### src/rtl/deca_qsys_led_pio_pkg.sv
// Shared definitions for the DECA LED/GPO output PIO: register map and field widths.
package deca_qsys_led_pio_pkg;

    localparam logic [2:0] ADDR_DATA   = 3'd0;
    localparam logic [2:0] ADDR_BLINK  = 3'd1;
    localparam logic [2:0] ADDR_HALF   = 3'd2;
    localparam logic [2:0] ADDR_PLEN   = 3'd3;
    localparam logic [2:0] ADDR_PSTART = 3'd4;
    localparam logic [2:0] ADDR_OUTSET = 3'd5;
    localparam logic [2:0] ADDR_OUTCLR = 3'd6;
    localparam logic [2:0] ADDR_STATUS = 3'd7;

    localparam int HALF_W = 16;
    localparam int PLEN_W = 16;

    // A programmed half-period of 0 is treated as 1 tick.
    function automatic logic [HALF_W-1:0] half_eff(input logic [HALF_W-1:0] h);
        return (h == '0) ? HALF_W'(1) : h;
    endfunction

endpackage

### src/rtl/deca_qsys_led_pio_if.sv
// Avalon-MM slave bus bundle for the LED PIO (no wait states, 1-cycle read latency).
interface deca_qsys_led_pio_if;
    logic [2:0]  address;
    logic        chipselect;
    logic        write_n;
    logic [31:0] writedata;
    logic [31:0] readdata;

    modport master (output address, output chipselect, output write_n, output writedata,
                    input readdata);
    modport slave  (input address, input chipselect, input write_n, input writedata,
                    output readdata);
endinterface

### src/rtl/deca_qsys_led_tick.sv
// Free-running prescaler: one-cycle tick every PRESCALE clocks, shared by DECA peripherals.
module deca_qsys_led_tick #(
    parameter int PRESCALE = 50000
) (
    input  logic clk,
    input  logic reset_n,
    output logic tick
);
    localparam int CW = $clog2(PRESCALE);
    localparam logic [CW-1:0] LAST = CW'(PRESCALE - 1);

    logic [CW-1:0] pcnt;

    // Count 0..PRESCALE-1 and wrap; never restarted by anything but reset.
    always_ff @(posedge clk or negedge reset_n) begin
        if (!reset_n)
            pcnt <= '0;
        else if (pcnt == LAST)
            pcnt <= '0;
        else
            pcnt <= pcnt + 1'b1;
    end

    assign tick = (pcnt == LAST);
endmodule

### src/rtl/deca_qsys_led_pio.sv
// LED/GPO output PIO: static data with set/clear aliases, per-bit blink and pulse stretcher.
module deca_qsys_led_pio
    import deca_qsys_led_pio_pkg::*;
#(
    parameter int WIDTH    = 8,
    parameter int PRESCALE = 50000
) (
    input  logic                 clk,
    input  logic                 reset_n,
    deca_qsys_led_pio_if.slave   bus,
    output logic [WIDTH-1:0]     out_port
);
    logic              tick;
    logic              wr;
    logic              half_wr;
    logic              pstart_wr;
    logic              expire;
    logic [WIDTH-1:0]  wr_mask;
    logic [WIDTH-1:0]  data_r;
    logic [WIDTH-1:0]  blink_r;
    logic [HALF_W-1:0] half_r;
    logic [PLEN_W-1:0] plen_r;
    logic [HALF_W-1:0] hcnt;
    logic [HALF_W-1:0] half_last;
    logic              phase;
    logic [WIDTH-1:0]  pulse_active;
    logic [PLEN_W-1:0] pcount;
    logic [WIDTH-1:0]  out_nxt;
    logic [WIDTH-1:0]  out_p1;
    logic [31:0]       rd_mux;
    logic [31:0]       rd_p1;
    logic              unused_wdata;

    deca_qsys_led_tick #(.PRESCALE(PRESCALE)) u_tick (
        .clk     (clk),
        .reset_n (reset_n),
        .tick    (tick)
    );

    assign wr           = bus.chipselect & ~bus.write_n;
    assign wr_mask      = bus.writedata[WIDTH-1:0];
    assign half_wr      = wr && (bus.address == ADDR_HALF);
    assign pstart_wr    = wr && (bus.address == ADDR_PSTART) && (plen_r != '0);
    assign half_last    = half_eff(half_r) - HALF_W'(1);
    assign expire       = tick && (|pulse_active) && (pcount == PLEN_W'(1));
    assign unused_wdata = ^bus.writedata[31:16];

    // Register file writes, including the DATA set/clear aliases.
    always_ff @(posedge clk or negedge reset_n) begin
        if (!reset_n) begin
            data_r  <= '0;
            blink_r <= '0;
            half_r  <= '0;
            plen_r  <= '0;
        end else if (wr) begin
            case (bus.address)
                ADDR_DATA:   data_r  <= wr_mask;
                ADDR_BLINK:  blink_r <= wr_mask;
                ADDR_HALF:   half_r  <= bus.writedata[HALF_W-1:0];
                ADDR_PLEN:   plen_r  <= bus.writedata[PLEN_W-1:0];
                ADDR_OUTSET: data_r  <= data_r | wr_mask;
                ADDR_OUTCLR: data_r  <= data_r & ~wr_mask;
                default:     ;
            endcase
        end
    end

    // Blink phase: toggles every max(HALF,1) ticks; a HALF write restarts the count only.
    always_ff @(posedge clk or negedge reset_n) begin
        if (!reset_n) begin
            hcnt  <= '0;
            phase <= 1'b0;
        end else if (half_wr) begin
            hcnt <= '0;
        end else if (tick) begin
            if (hcnt == half_last) begin
                hcnt  <= '0;
                phase <= ~phase;
            end else begin
                hcnt <= hcnt + 1'b1;
            end
        end
    end

    // Pulse stretcher: a start retriggers all active bits; a start on the expiry tick wins.
    always_ff @(posedge clk or negedge reset_n) begin
        if (!reset_n) begin
            pulse_active <= '0;
            pcount       <= '0;
        end else if (pstart_wr) begin
            pulse_active <= expire ? wr_mask : (pulse_active | wr_mask);
            pcount       <= plen_r;
        end else if (tick && (|pulse_active)) begin
            if (pcount == PLEN_W'(1)) begin
                pulse_active <= '0;
                pcount       <= '0;
            end else begin
                pcount <= pcount - 1'b1;
            end
        end
    end

    // Blinking bits pass DATA only while phase is high; pulses force the bit on.
    always_comb begin
        out_nxt = pulse_active | (data_r & (~blink_r | {WIDTH{phase}}));
    end

    // Read mux; unused upper bits stay zero.
    always_comb begin
        rd_mux = '0;
        case (bus.address)
            ADDR_DATA:   rd_mux[WIDTH-1:0]  = data_r;
            ADDR_BLINK:  rd_mux[WIDTH-1:0]  = blink_r;
            ADDR_HALF:   rd_mux[HALF_W-1:0] = half_r;
            ADDR_PLEN:   rd_mux[PLEN_W-1:0] = plen_r;
            ADDR_PSTART: rd_mux[WIDTH-1:0]  = pulse_active;
            ADDR_STATUS: rd_mux[WIDTH-1:0]  = out_p1;
            default:     rd_mux = '0;
        endcase
    end

    // Registered pins and read data, both cleared asynchronously by reset.
    always_ff @(posedge clk or negedge reset_n) begin
        if (!reset_n) begin
            out_p1 <= '0;
            rd_p1  <= '0;
        end else begin
            out_p1 <= out_nxt;
            rd_p1  <= rd_mux;
        end
    end

    assign out_port     = out_p1;
    assign bus.readdata = rd_p1;
endmodule

### src/flat_wrapper.sv
// flat-port wrapper written by rule: the top's interface ports become plain ports
module deca_qsys_led_pio_flat import deca_qsys_led_pio_pkg::*;
#(
    parameter int WIDTH    = 8,
    parameter int PRESCALE = 50000
)
  (clk, reset_n, out_port, bus_address, bus_chipselect, bus_write_n, bus_writedata, bus_readdata);
  deca_qsys_led_pio_if bus_i ();
  input  logic clk;
  input  logic reset_n;
  output logic [WIDTH-1:0] out_port;
  input wire logic [$bits(bus_i.address)-1:0] bus_address;
  input wire logic [$bits(bus_i.chipselect)-1:0] bus_chipselect;
  input wire logic [$bits(bus_i.write_n)-1:0] bus_write_n;
  input wire logic [$bits(bus_i.writedata)-1:0] bus_writedata;
  output wire logic [$bits(bus_i.readdata)-1:0] bus_readdata;
  assign bus_i.address = bus_address;
  assign bus_i.chipselect = bus_chipselect;
  assign bus_i.write_n = bus_write_n;
  assign bus_i.writedata = bus_writedata;
  assign bus_readdata = bus_i.readdata;
  deca_qsys_led_pio #(.WIDTH(WIDTH), .PRESCALE(PRESCALE)) u_core (.clk(clk), .reset_n(reset_n), .bus(bus_i), .out_port(out_port));
endmodule
### config.mk
export PLATFORM = sky130hd
export DESIGN_NAME = deca_qsys_led_pio_flat
export DESIGN_NICKNAME = d
export VERILOG_FILES = /design/src/rtl/deca_qsys_led_pio_pkg.sv /design/src/rtl/deca_qsys_led_pio_if.sv /design/src/rtl/deca_qsys_led_tick.sv /design/src/rtl/deca_qsys_led_pio.sv /design/src/flat_wrapper.sv
export SDC_FILE = /design/constraint.sdc
export NUM_CORES = 1
export LEC_CHECK = 0
export BUFFER_PORTS_ARGS = -buffer_cell sky130_fd_sc_hd__buf_2
export CORE_UTILIZATION = 64
export CTS_CLUSTER_SIZE = 25
export DETAILED_ROUTE_END_ITERATION = 7
export GPL_ROUTABILITY_DRIVEN = 0
export GPL_TIMING_DRIVEN = 0
export PLACE_DENSITY = 0.95
export REMOVE_ABC_BUFFERS = 1
export SLEW_MARGIN = 20
export SYNTH_ARGS = -nofsm -noshare
export SYNTH_HDL_FRONTEND = slang
export SYNTH_SLANG_ARGS = --single-unit
export TNS_END_PERCENT = 5
### constraint.sdc
create_clock -name clk -period 8.1 [get_ports clk]
set_input_delay 2.43 -clock clk [delete_from_list [all_inputs] [get_ports clk]]
set_output_delay 2.43 -clock clk [all_outputs]
set_load 0.03 [all_outputs]
==> summary.md <==
| Metric | Value |
|---|---|
| Outcome | finished, final reports clean |
| Synthesized flop and latch total | 129 |
| Clk pin slew, worst setup/hold paths | 0.06 ns |
| Initial antenna violation count | 0 |
| Worst Hold Path EP | u_core.u_tick.pcnt[0]$_DFF_PN0_ |
| Req. time, crit path | 8.45 ns |
| CTS max path bufs | 2 |
| Die Span Y | 107 um |
| Max Fclk | 216 MHz |
| Seq/Total Area, Yosys | 45.8% |
| Hold path start | u_core.u_tick.pcnt[0]$_DFF_PN0_ |
| Post-Synthesis Cell Area | 0.00705 mm2 |
| Final max-slew violation count | 0 |
| Synth Instances | 735 |
| RSZ-0062 raised after global routing | no |
| Layout cell share with drive strength beyond 1 | 17.8% |
| Reg2reg start | u_core.half_r[3]$_DFFE_PN0P_ |
| Hold path cells | 1 |
| Non-Filler Instances | 906 |
| Worst Clk Skew | 0.00706 ns |
| Placement row count | 37 |
| Most frequent cell after synthesis | dfrtp_1 |
| Max transition margin | 24.1% |
| Worst hold-check path type | flip-flop to flip-flop |
| Distinct cell type count after synthesis | 66 |
| Flop pwr share | 42.7% |
| CTS Buf Count | 17 |
| DRC | 0 |
| Gr ovfl total | 0 |
| Area grow syn2layout | 11.8% |
| CTS tree | yes |
| Leading area contributor after synthesis | dfrtp_1 |
| Synth top area share | 45.8% |
| Most used DFF post-synth | dfrtp_1 |
| Crit path time final | 4.62 ns |
| Net Sw Frac | 32.4% |
| Core area | 0.0105 mm2 |
| Crit path DAT | 4.97 ns |
| PortBufs | 46 |
| # resized after CTS | 0 |
| Vias | 6328 |
| CP cell instances | buf_2 > nor2_1 > and3_1 > and2_1 > o21ai_0 |
| Internal | 0.00147 W |
| Kind of critical path | input pin to flip-flop |
| TritonCTS Sinks | 129 |
| EDFF count, synth | 0 |
| DR pass1 iterations | 6 |
| Clock Power Share | 37.1% |
| NetSw | 0.000704 W |
| IO Count | 79 |
| Setup violators final | 0 |
| Worst setup SP type | input pin |
| Bufs and invs on worst path | 1 |
| R2r setup slk | 3.99 ns |
| Fin nets | 802 |
| Syn Area/Cell | 9.60 um2 |
| Slowest CP cell | and2_1 |
| CP max FO | 30 |
| H-tree depth | 4 |
| Static leakage | 3.54 nW |
| Reg2reg end | u_core.hcnt[5]$_DFFE_PN0P_ |
| Final wirelength | 19500 um |
| Die X | 107 um |
| Tot GR Track Use | 37.2% |
| Maximum vdd drop | 0.142 mV |
| Synth Warn # | 0 |
| Crit path largest cell delay | 0.80 ns |
| Placed insts | 875 |
| Initial DRC Count | 944 |
| Critical path capture point type | flip-flop |
| Avg WL per Cell | 21.5 um |
| Routed vias/inst | 6.98 |
| Pwr Density | 275 mW/mm2 |
| Root buffer cell | clkbuf_8 |
| Setup TNS | 0 ns |
| Initial Util | 67.1% |
| CP top delay family | simple AND/OR/NAND/NOR gates |
| Reg2Reg Depth | 12 |
| Post-CTS Setup Inserts | 0 |
| Area contributors post-synth | dfrtp_1 46%, nand2_1 5.1%, nor2_1 4.4% |
| Logic pwr share | 20.2% |
| Die area | 0.0114 mm2 |
| N_diodes | 0 |
| Cts hold-fix bufs | 0 |
| DP Wirelength | 11900 um |
| Vias in the first global route | 6400 |
| Asr flop ratio synth | 100% |
| Top cells by count, synth | 129 x dfrtp_1, 96 x nand2_1, 82 x nor2_1, 35 x clkbuf_1, 33 x a21oi_1 |
| Routed Antenna Nets | 0 |
| Worst-margin pin slew | 1.13 ns |
| Worst-Skew Late Latency | 0.54 ns |
| Max-cap violations | 0 |
| First-pass GRT wire length | 32300 um |
| Fin crit share | 57.1% |
| Final Hold Fails | 0 |
| Largest net degree at the start of global routing | 82 |
sequential cells by signal, indices dropped and copies added, names as in the netlist:
| register | count |
|---|---|
| u_core.plen_r | 16 |
| u_core.half_r | 16 |
| u_core.blink_r | 8 |
| u_core.pcount | 16 |
| u_core.bus.readdata | 16 |
| u_core.phase | 1 |
| u_core.out_port | 8 |
| u_core.pulse_active | 8 |
| u_core.data_r | 8 |
| u_core.hcnt | 16 |
| u_core.u_tick.pcnt | 16 |
routing by layer:
layer | wire length, um | share of wire, % | vias to the layer above | GRT usage (%)
met5 | 0 | 0 | - | 0
met4 | 1070 | 5.5 | 0 | 22.8
met3 | 2100 | 11 | 153 | 11.2
met2 | 9570 | 49 | 545 | 60.2
met1 | 6730 | 35 | 3024 | 43.6
li1 | - | - | 2606 | -
worst reg2reg max path, stage by stage, from the launching register on:
cell and delay [ns]:
dfrtp_1 0.54, nor3_1 0.50, nand4_1 0.38, nor2_1 0.23, nor2_1 0.08, ha_1 0.31
nor4b_2 0.24, and4_1 0.26, or2_1 0.21, a211oi_1 0.26, o22ai_1 0.22, nor3_4 0.61
nor3_1 0.13
cell families after synthesis:
logic type / after synthesis / synth area share (%)
buf+inv: 66 / 4.75
fa+ha+maj: 5 / 0.887
flops: 129 / 45.8
compound gates: 110 / 10.3
simple gates: 330 / 24.4
other cells: 1 / 0.0532
mux: 46 / 7.89
xor+xnor: 48 / 5.96
per-stage QoR:
stage	power, W	area (um2)	hold WS (ns)	worst slack (ns)	utilization (%)
after detailed placement	0.00133	7270	0.495	3.16	69.1
after floorplan	0.00118	6790	0.459	2.72	-
after CTS	0.00215	7880	0.504	3.57	75.0
after global routing	0.00224	7880	0.540	3.35	75.0
after global placement	0.00129	7190	0.483	1.15	68.4
final	0.00217	7880	0.510	3.48	75.0
layout by cell type, fill, tap and decap left out, drive strengths merged, types with 8 or more instances in the layout:
cell	netlist	routed
dfrtp	129	129
nand2	96	96
nor2	82	82
buf	26	51
nor3	36	36
a21oi	33	33
mux2	27	27
xor2	25	25
xnor2	23	23
nand3	22	22
clkbuf	36	21
nor4	18	18
conb	1	16
mux2i	14	14
o21ai	14	14
nand4	13	13
nand2b	12	12
and3	11	11
a22oi	9	9
a21o	9	9
o211ai	8	8
a22o	8	8
or3	8	8
power groups by stage:
| stage | clock, W | combinational [W] | sequential [W] |
|---|---|---|---|
| finish | 0.000804 | 0.000439 | 0.000926 |
| global route | 0.000831 | 0.000475 | 0.000933 |
| CTS | 0.000802 | 0.000431 | 0.000911 |
| detailed placement | 0 | 0.000418 | 0.000917 |
| global placement | 0 | 0.000388 | 0.000903 |
| floorplan | 0 | 0.000271 | 0.000908 |
layout make-up:
cell class	count	area (um2)
multi-input combinational	555	3560
sequential	129	3230
timing repair buffer	51	295
inverter	4	15.0
fill	605	2630
clock buffer	21	459
clock inverter	10	158
tap	136	170
worst max path at each step:
| stage | cells past startpoint | from | slack (ns) | end |
|---|---|---|---|---|
| after floorplan | 4 | bus_address[2] | 2.72 | u_core.hcnt[0]$_DFFE_PN0P_ |
| after global placement | 5 | bus_address[2] | 1.15 | u_core.phase$_DFFE_PN0P_ |
| after detailed placement | 5 | bus_address[0] | 3.16 | u_core.pcount[14]$_DFFE_PN0P_ |
| after CTS | 5 | bus_address[0] | 3.57 | u_core.pcount[12]$_DFFE_PN0P_ |
| after global routing | 5 | bus_address[0] | 3.35 | u_core.pcount[12]$_DFFE_PN0P_ |
| final | 5 | bus_address[0] | 3.48 | u_core.pcount[12]$_DFFE_PN0P_ |
Note: power is estimated with default switching activity, not from simulation.
